File: src/rtl/hazard_ctrl_if.sv
// -----------------------------------------------------------------------------
// hazard_ctrl_if
//   Bundles the pipeline-side signals seen by the hazard/stall controller.
//   master : the pipeline datapath (drives ID/EX hazard sources, observes
//            the stall/flush controls).
//   slave  : hazard_ctrl itself.
//
//   ID-stage sources : id_rs, id_rt, id_uses_rs, id_uses_rt,
//                      id_mdu_start, id_reads_hilo
//   EX-stage sources : ex_memread, ex_rt, ex_branch_taken
//   Controls         : pc_write, ifid_write, ifid_flush, idex_bubble
//   Status           : mdu_busy, stall_cycles (16-bit, saturating)
// -----------------------------------------------------------------------------
interface hazard_ctrl_if;
  logic [4:0]  id_rs;
  logic [4:0]  id_rt;
  logic        id_uses_rs;
  logic        id_uses_rt;
  logic        id_mdu_start;
  logic        id_reads_hilo;
  logic        ex_memread;
  logic [4:0]  ex_rt;
  logic        ex_branch_taken;

  logic        pc_write;
  logic        ifid_write;
  logic        ifid_flush;
  logic        idex_bubble;
  logic        mdu_busy;
  logic [15:0] stall_cycles;

  modport master (
    output id_rs, id_rt, id_uses_rs, id_uses_rt, id_mdu_start, id_reads_hilo,
           ex_memread, ex_rt, ex_branch_taken,
    input  pc_write, ifid_write, ifid_flush, idex_bubble, mdu_busy, stall_cycles
  );

  modport slave (
    input  id_rs, id_rt, id_uses_rs, id_uses_rt, id_mdu_start, id_reads_hilo,
           ex_memread, ex_rt, ex_branch_taken,
    output pc_write, ifid_write, ifid_flush, idex_bubble, mdu_busy, stall_cycles
  );
endinterface

File: src/rtl/hazard_ctrl.sv
// -----------------------------------------------------------------------------
// hazard_ctrl
//   Hazard and stall controller for the 5-stage pipeline.
//   - Load-use hazard between a load in EX and a consumer in ID: one-cycle
//     stall (PC and IF/ID held, bubble into ID/EX).
//   - Multiply/divide unit sequencing: an issued MDU op keeps the unit busy
//     for MDU_LAT cycles; mfhi/mflo or another MDU op in ID stalls meanwhile.
//   - Taken branch in EX: flush IF/ID and bubble ID/EX; overrides stalls and
//     suppresses an MDU issue from the (wrong-path) ID instruction.
//   - Saturating 16-bit count of cycles with pc_write low.
//
// Parameters
//   MDU_LAT : cycles an issued MDU op occupies HI/LO (1..63).
//
// Ports
//   clk   : pipeline clock, rising-edge
//   rst_n : asynchronous active-low reset
//   hz    : hazard_ctrl_if.slave (hazard sources in, controls/status out)
//
// Controls are combinational from the current inputs and the busy counter.
// While rst_n is low the pipeline is frozen with a bubble in ID/EX.
// -----------------------------------------------------------------------------
module hazard_ctrl #(
  parameter int MDU_LAT = 32
) (
  input  logic          clk,
  input  logic          rst_n,
  hazard_ctrl_if.slave  hz
);

  localparam logic [5:0] LAT_LOAD = 6'(MDU_LAT);

  // Busy counter: zero means idle, non-zero counts remaining busy cycles.
  logic [5:0]  cnt;
  logic [15:0] stall_cnt;

  logic        busy;
  logic        lu;
  logic        mh;
  logic        issue;
  logic        pc_write;
  logic        ifid_write;
  logic        ifid_flush;
  logic        idex_bubble;

  function automatic logic [15:0] sat_inc16(input logic [15:0] v);
    return (v == 16'hFFFF) ? v : v + 16'd1;
  endfunction

  always_comb begin
    busy = (cnt != 6'd0);

    // Register 0 is never a real producer, so a load "to" r0 cannot hazard.
    lu = hz.ex_memread && (hz.ex_rt != 5'd0) &&
         ((hz.id_uses_rs && (hz.id_rs == hz.ex_rt)) ||
          (hz.id_uses_rt && (hz.id_rt == hz.ex_rt)));

    // A second MDU op while busy stalls too, so ops never overlap.
    mh = busy && (hz.id_reads_hilo || hz.id_mdu_start);

    pc_write    = 1'b1;
    ifid_write  = 1'b1;
    ifid_flush  = 1'b0;
    idex_bubble = 1'b0;
    issue       = 1'b0;

    if (!rst_n) begin
      pc_write    = 1'b0;
      ifid_write  = 1'b0;
      idex_bubble = 1'b1;
    end else if (hz.ex_branch_taken) begin
      // ID holds a wrong-path instruction: its hazards and MDU issue are moot.
      ifid_flush  = 1'b1;
      idex_bubble = 1'b1;
    end else if (lu || mh) begin
      pc_write    = 1'b0;
      ifid_write  = 1'b0;
      idex_bubble = 1'b1;
    end else begin
      issue = hz.id_mdu_start;
    end
  end

  // An in-flight MDU op is never cancelled by a flush; only reset discards it.
  always_ff @(posedge clk or negedge rst_n) begin
    if (!rst_n) begin
      cnt <= 6'd0;
    end else if (issue) begin
      cnt <= LAT_LOAD;
    end else if (busy) begin
      cnt <= cnt - 6'd1;
    end
  end

  always_ff @(posedge clk or negedge rst_n) begin
    if (!rst_n) begin
      stall_cnt <= 16'd0;
    end else if (!pc_write) begin
      stall_cnt <= sat_inc16(stall_cnt);
    end
  end

  assign hz.pc_write     = pc_write;
  assign hz.ifid_write   = ifid_write;
  assign hz.ifid_flush   = ifid_flush;
  assign hz.idex_bubble  = idex_bubble;
  assign hz.mdu_busy     = busy;
  assign hz.stall_cycles = stall_cnt;

endmodule

File: src/flat_wrapper.sv
// flat-port wrapper written by rule: the top's interface ports become plain ports
module hazard_ctrl_flat 
#(
  parameter int MDU_LAT = 32
)
  (clk, rst_n, hz_id_rs, hz_id_rt, hz_id_uses_rs, hz_id_uses_rt, hz_id_mdu_start, hz_id_reads_hilo, hz_ex_memread, hz_ex_rt, hz_ex_branch_taken, hz_pc_write, hz_ifid_write, hz_ifid_flush, hz_idex_bubble, hz_mdu_busy, hz_stall_cycles);
  hazard_ctrl_if hz_i ();
  input  logic clk;
  input  logic rst_n;
  input wire logic [$bits(hz_i.id_rs)-1:0] hz_id_rs;
  input wire logic [$bits(hz_i.id_rt)-1:0] hz_id_rt;
  input wire logic [$bits(hz_i.id_uses_rs)-1:0] hz_id_uses_rs;
  input wire logic [$bits(hz_i.id_uses_rt)-1:0] hz_id_uses_rt;
  input wire logic [$bits(hz_i.id_mdu_start)-1:0] hz_id_mdu_start;
  input wire logic [$bits(hz_i.id_reads_hilo)-1:0] hz_id_reads_hilo;
  input wire logic [$bits(hz_i.ex_memread)-1:0] hz_ex_memread;
  input wire logic [$bits(hz_i.ex_rt)-1:0] hz_ex_rt;
  input wire logic [$bits(hz_i.ex_branch_taken)-1:0] hz_ex_branch_taken;
  output wire logic [$bits(hz_i.pc_write)-1:0] hz_pc_write;
  output wire logic [$bits(hz_i.ifid_write)-1:0] hz_ifid_write;
  output wire logic [$bits(hz_i.ifid_flush)-1:0] hz_ifid_flush;
  output wire logic [$bits(hz_i.idex_bubble)-1:0] hz_idex_bubble;
  output wire logic [$bits(hz_i.mdu_busy)-1:0] hz_mdu_busy;
  output wire logic [$bits(hz_i.stall_cycles)-1:0] hz_stall_cycles;
  assign hz_i.id_rs = hz_id_rs;
  assign hz_i.id_rt = hz_id_rt;
  assign hz_i.id_uses_rs = hz_id_uses_rs;
  assign hz_i.id_uses_rt = hz_id_uses_rt;
  assign hz_i.id_mdu_start = hz_id_mdu_start;
  assign hz_i.id_reads_hilo = hz_id_reads_hilo;
  assign hz_i.ex_memread = hz_ex_memread;
  assign hz_i.ex_rt = hz_ex_rt;
  assign hz_i.ex_branch_taken = hz_ex_branch_taken;
  assign hz_pc_write = hz_i.pc_write;
  assign hz_ifid_write = hz_i.ifid_write;
  assign hz_ifid_flush = hz_i.ifid_flush;
  assign hz_idex_bubble = hz_i.idex_bubble;
  assign hz_mdu_busy = hz_i.mdu_busy;
  assign hz_stall_cycles = hz_i.stall_cycles;
  hazard_ctrl #(.MDU_LAT(MDU_LAT)) u_core (.clk(clk), .rst_n(rst_n), .hz(hz_i));
endmodule
File: config.mk
export PLATFORM = sky130hd
export DESIGN_NAME = hazard_ctrl_flat
export DESIGN_NICKNAME = d
export VERILOG_FILES = /design/src/rtl/hazard_ctrl_if.sv /design/src/rtl/hazard_ctrl.sv /design/src/flat_wrapper.sv
export SDC_FILE = /design/constraint.sdc
export NUM_CORES = 1
export LEC_CHECK = 0
export CAP_MARGIN = 20
export CORE_MARGIN = 1.5
export CORE_UTILIZATION = 25
export CTS_CLUSTER_DIAMETER = 60
export DETAILED_ROUTE_END_ITERATION = 7
export SETUP_SLACK_MARGIN = 0.15
export SYNTH_ARGS = -nofsm -noshare
export SYNTH_HDL_FRONTEND = slang
export SYNTH_SLANG_ARGS = --single-unit
File: constraint.sdc
create_clock -name clk -period 6.65 [get_ports clk]
set_input_delay 1.6625 -clock clk [delete_from_list [all_inputs] [get_ports clk]]
set_output_delay 1.6625 -clock clk [all_outputs]
set_load 0.02 [all_outputs]
# After elaboration in Yosys (flattened, before gate mapping)
# Cells that the tools add are included.
[op_classes] n_addsub=2 eq_ne=3 n_mux=13 bitwise=2 reduce_logical=12
[ops] cell="adder 16 x 1 -> 16 bit, second input constant" count=1
[ops] cell="== test 16 bit, second input constant" count=1
[ops] cell="two-way mux 6 bit" count=2
[ops] cell="two-way mux 1 bit" count=11
[ops] cell="== test 5 bit" count=2
[ops] cell="nonzero test 6 bit" count=1
[ops] cell="subtractor 6 x 1 -> 6 bit, second input constant" count=1
[ops] cell="logical AND 1 bit" count=5
[ops] cell="nonzero test 5 bit" count=1
[ops] cell="logical OR 1 bit" count=3
[ops] cell="inverter 1 bit" count=2
[ops] cell="AND reduction 2 bit" count=1
[ops] cell="nonzero test 2 bit" count=1
[totals] reg_bits=22 inputBits=23 elab_cells=34

# Depth between registers and ports, before layout
[depth] ltp_word=10 depth_mapped=10 depth_no_buf=9

# Worst setup path before layout
# Ideal clock, no wire load.
[synth_path] path_kind="input port to output port" start="in hz_ex_rt[4]" end="out hz_pc_write" arrival_time_ns=3.033 required_ns=4.987 path_slack_ns=1.954 path_stages=7 path_cell_list="xor2_1 -> nor4_2 -> a32oi_1 -> o211ai_4 -> buf_8 -> nand2_1 -> buf_4"
[synth_between] elab_chain_len=8 elab_cells_between_ends=12 cone_classes="2 x eq/ne; 3 x mux; 7 x reduce/logical"
[synth_lines] element="start, declared" line="flat_wrapper.sv:17" source="input wire logic [$bits(hz_i.ex_rt)-1:0] hz_ex_rt;"
[synth_lines] element="== test 5 bit (on tied branches)" line="hazard_ctrl.sv:55, hazard_ctrl.sv:56"
[synth_lines] element="logical AND 1 bit (on tied branches)" line="hazard_ctrl.sv:55, hazard_ctrl.sv:56"
[synth_lines] element="logical OR 1 bit" line="hazard_ctrl.sv:55" source="((hz.id_uses_rs && (hz.id_rs == hz.ex_rt)) ||"
[synth_lines] element="logical AND 1 bit *" line="hazard_ctrl.sv:54" source="lu = hz.ex_memread && (hz.ex_rt != 5'd0) &&"
[synth_lines] element="logical OR 1 bit *" line="hazard_ctrl.sv:75" source="end else if (lu || mh) begin"
[synth_lines] element="two-way mux 1 bit * (3 in series)"
[synth_lines] element="end, declared" line="flat_wrapper.sv:19" source="output wire logic [$bits(hz_i.pc_write)-1:0] hz_pc_write;"
# Mark *: on every way between the ends. The rest lies on a longest branch, timed or not.

# Final worst setup path
[layout_path] start="in hz_ex_rt[0]" end="out hz_ifid_write"
[layout_between] elab_chain_len=8 elab_cells_between_ends=12 cone_classes="2 x eq/ne; 3 x mux; 7 x reduce/logical"
[layout_lines] element="== test 5 bit (on tied branches)" line="hazard_ctrl.sv:55, hazard_ctrl.sv:56"
[layout_lines] element="logical AND 1 bit (on tied branches)" line="hazard_ctrl.sv:55, hazard_ctrl.sv:56"
[layout_lines] element="logical OR 1 bit" line="hazard_ctrl.sv:55"
[layout_lines] element="logical AND 1 bit *" line="hazard_ctrl.sv:54"
[layout_lines] element="logical OR 1 bit *" line="hazard_ctrl.sv:75"
[layout_lines] element="two-way mux 1 bit *" line="hazard_ctrl.sv:75"
[layout_lines] element="two-way mux 1 bit *" line="hazard_ctrl.sv:71" source="end else if (hz.ex_branch_taken) begin"
[layout_lines] element="two-way mux 1 bit *" line="hazard_ctrl.sv:67" source="if (!rst_n) begin"
[layout_lines] element="end, declared" line="flat_wrapper.sv:20" source="output wire logic [$bits(hz_i.ifid_write)-1:0] hz_ifid_write;"
# Marks and branches as above.

==> metrics <==
most common cell after layout, fill and taps aside=sky130_fd_sc_hd__clkdlybuf4s50_1; number of instances in the synthesized netlist=120; worst supply voltage drop on vdd=approximately 0.11 mV; status=complete, no violations; Max transition margin=0.585; initial cell density of the core=0.259; Final Instance Area=around 1900 um^2; max-slew violation total from the final report=0; post-synth design cell area=about 1300 um^2; placer's final routability congestion estimate=0.743; Placeable Area=5110 um^2; distinct cell type count of the synthesized netlist=38; CTS clk-pin slew, worst paths=approximately 0.070 ns; sequential group share of total power=0.417; share of final-layout standard cells stronger than drive strength 1=0.121; CTS max path bufs=2; iteration count of the initial detailed-routing pass=4; MaxCap Viol Count=0; detail-routed net length per standard cell=around 12 um; Site Rows=26; fin worst setup slack=~1.1 ns; clock root buffer=sky130_fd_sc_hd__clkbuf_8; setup repair after global routing missed its margin=no; post-detail-place hpwl=2170 um; Leak Pwr=between 0.7 and 0.8 nW; number of global-route vias before repair=1,051; antenna-violating nets left=0; die area=5750 um^2; number of synthesized flops with an enable pin=0; Port-buffer cells=between 40 and 50; post-CTS resize count=0; ratio of routed vias to standard cells=approximately 4.4; count of clock tree sinks=22; pre-CTS setup slack=around 1.1 ns; Total Routing Usage GR=0.104; data required time of the critical path=about 5 ns; main flop type after synthesis=sky130_fd_sc_hd__dfrtp_1; portion of total power attributed to combinational logic=0.426; number of antenna repair diodes=0; count of final hold-check violations=0; Clock power frac=0.156; path type of the worst setup path=in2out; hold-fix buffers at CTS=0; Clock H-tree levels=1; Total Nets Final=just under 200; drt initial violations=30; Setup Viol. Count Final=0; cell area power density=approximately 270 nW/um^2; total congestion overflow=0; path class of the lowest-slack min-delay path=reg2reg; post-route setup TNS=0 ns; TritonCTS buffer count=3; number of fill cells=just over 500; post-synthesis sequential element count=22; Crit Path Max Fanout=16; clock latency reported for the late side of the worst-skew pair=about 0.25 ns; Pint=333 uW; final clock skew=roughly 0.0016 ns; first-pass GRT wire length=about 4600 um; maximum number of pins on one net before global-route repair=17; power spent charging and discharging nets=around 180 uW; Post-CTS Setup Inserts=0; startpoint type of the worst setup path=input pin; synth warn=0; type of element capturing the critical path=output pin; post-synthesis async set-or-reset flop share=1.00; total vias in the final route=1,030; sequential fraction of the synthesis area=0.415; Die Y=between 70 and 80 um; sw frac=0.349; DRC violations left=0; maximum clock frequency=between 150 and 200 MHz; num ports=between 40 and 50; data arrival time of the critical path=between 3 and 4 ns; period utilisation layout=0.840; width of the chip=about 76 um; highest-count cells in the layout ignoring fill and taps=sky130_fd_sc_hd__clkdlybuf4s50_1, sky130_fd_sc_hd__dfrtp_1, sky130_fd_sc_hd__xnor2_1; number of nets produced by synthesis=roughly 150; Final Critical Period=5.58 ns; synthesis-to-layout area growth=41.3%; DRT Wirelength=2730 um; clock tree from TritonCTS=built; transition time at the pin with the least slew margin=roughly 0.62 ns; standard cell area after detailed placement=about 1800 um^2; mean area per synthesized cell=approximately 11 um^2; number of antenna violations at the first check in global routing=0
[routing by layer]
layer | part of all wire | vias up | track usage
met4 | 0.018 | 0 | 0.0417
met2 | 0.46 | 31 | 0.164
met5 | 0 | - | 0
met1 | 0.48 | 479 | 0.139
li1 | - | 515 | -
met3 | 0.045 | 5 | 0.0212
[layout make-up]
class / instances / area, um^2 / share of cell area
multi-input combinational: 90 / 728 / 0.389
sequential: 22 / 551 / 0.294
timing repair buffer: 45 / 445 / 0.238
tap: 70 / 87.6 / 0.0468
clock buffer: 3 / 41.3 / 0.0221
inverter: 5 / 18.8 / 0.0100
[critical path: stages]
cell                              delay (ns)
sky130_fd_sc_hd__clkdlybuf4s50_1        0.46
sky130_fd_sc_hd__or4_1                  0.56
sky130_fd_sc_hd__o21ai_2                0.18
sky130_fd_sc_hd__o211ai_4               0.10
sky130_fd_sc_hd__buf_4                  0.24
sky130_fd_sc_hd__nand2_1                0.10
sky130_fd_sc_hd__clkdlybuf4s50_1        0.62
[cells by family after synthesis]
kind of cell             Yosys count  share of synthesized area
AO/OA/AOI/OAI                      9                     0.0803
AND/OR/NAND/NOR                   47                      0.229
multiplexers                       3                     0.0274
XOR/XNOR                          28                      0.185
adder cells (fa/ha/maj)            3                     0.0283
buffers and inverters              8                     0.0349
flip-flops                        22                      0.415
[cell usage after synthesis (2+ instances only)]
| master | instances | area [um^2] |
|---|---|---|
| sky130_fd_sc_hd__xnor2_1 | 18 | 158 |
| sky130_fd_sc_hd__ha_1 | 3 | 37.5 |
| sky130_fd_sc_hd__nor3_1 | 2 | 10.0 |
| sky130_fd_sc_hd__nor2_1 | 5 | 18.8 |
| sky130_fd_sc_hd__dfrtp_1 | 22 | 551 |
| sky130_fd_sc_hd__nand4_2 | 2 | 25.0 |
| sky130_fd_sc_hd__nand3_1 | 6 | 30.0 |
| sky130_fd_sc_hd__inv_1 | 5 | 18.8 |
| sky130_fd_sc_hd__nand4_1 | 5 | 31.3 |
| sky130_fd_sc_hd__nand3_2 | 2 | 20.0 |
| sky130_fd_sc_hd__and3_1 | 8 | 50.1 |
| sky130_fd_sc_hd__nor4_1 | 2 | 12.5 |
| sky130_fd_sc_hd__nand2_1 | 6 | 22.5 |
| sky130_fd_sc_hd__xor2_1 | 10 | 87.6 |
[flip-flops by register name (all words and copies together), names as in the netlist]
signal,cells
u_core.cnt,6
u_core.hz.stall_cycles,16
[metrics by stage]
stage                     hold WS [ns]  total power, mW  instances  utilization
after floorplan                  0.465            0.349        120            -
after global placement           0.483            0.435        232        0.358
after detailed placement         0.485            0.437        232        0.358
after CTS                        0.502            0.521        235        0.366
after global routing             0.532            0.552        235        0.366
final                            0.496            0.512        235        0.366
[worst paths after layout]
path | slack (ns) | from | depth (start not counted) | to
min | 0.50 | u_core.hz.stall_cycles[5]$_DFFE_PN0P_ | 1 | u_core.hz.stall_cycles[5]$_DFFE_PN0P_
max reg2reg | 4.42 | u_core.cnt[0]$_DFFE_PN0P_ | 10 | u_core.hz.stall_cycles[1]$_DFFE_PN0P_
max | 1.07 | hz_ex_rt[0] | 7 | hz_ifid_write
min reg2reg | 0.50 | u_core.hz.stall_cycles[5]$_DFFE_PN0P_ | 1 | u_core.hz.stall_cycles[5]$_DFFE_PN0P_
min in group asynchronous | 1.79 | rst_n | 1 | u_core.cnt[4]$_DFFE_PN0P_
max in group asynchronous | 4.26 | rst_n | 2 | u_core.hz.stall_cycles[14]$_DFFE_PN0P_
[power by group through the flow]
stage                     Sequential (mW)  Combinational [mW]  Clock [mW]
after floorplan                     0.233               0.116           0
after global placement              0.216               0.219           0
after detailed placement            0.215               0.222           0
after CTS                           0.214               0.222      0.0846
after global routing                0.220               0.240      0.0919
final                               0.213               0.218      0.0800
No activity file was read; power rests on OpenSTA's default activity.
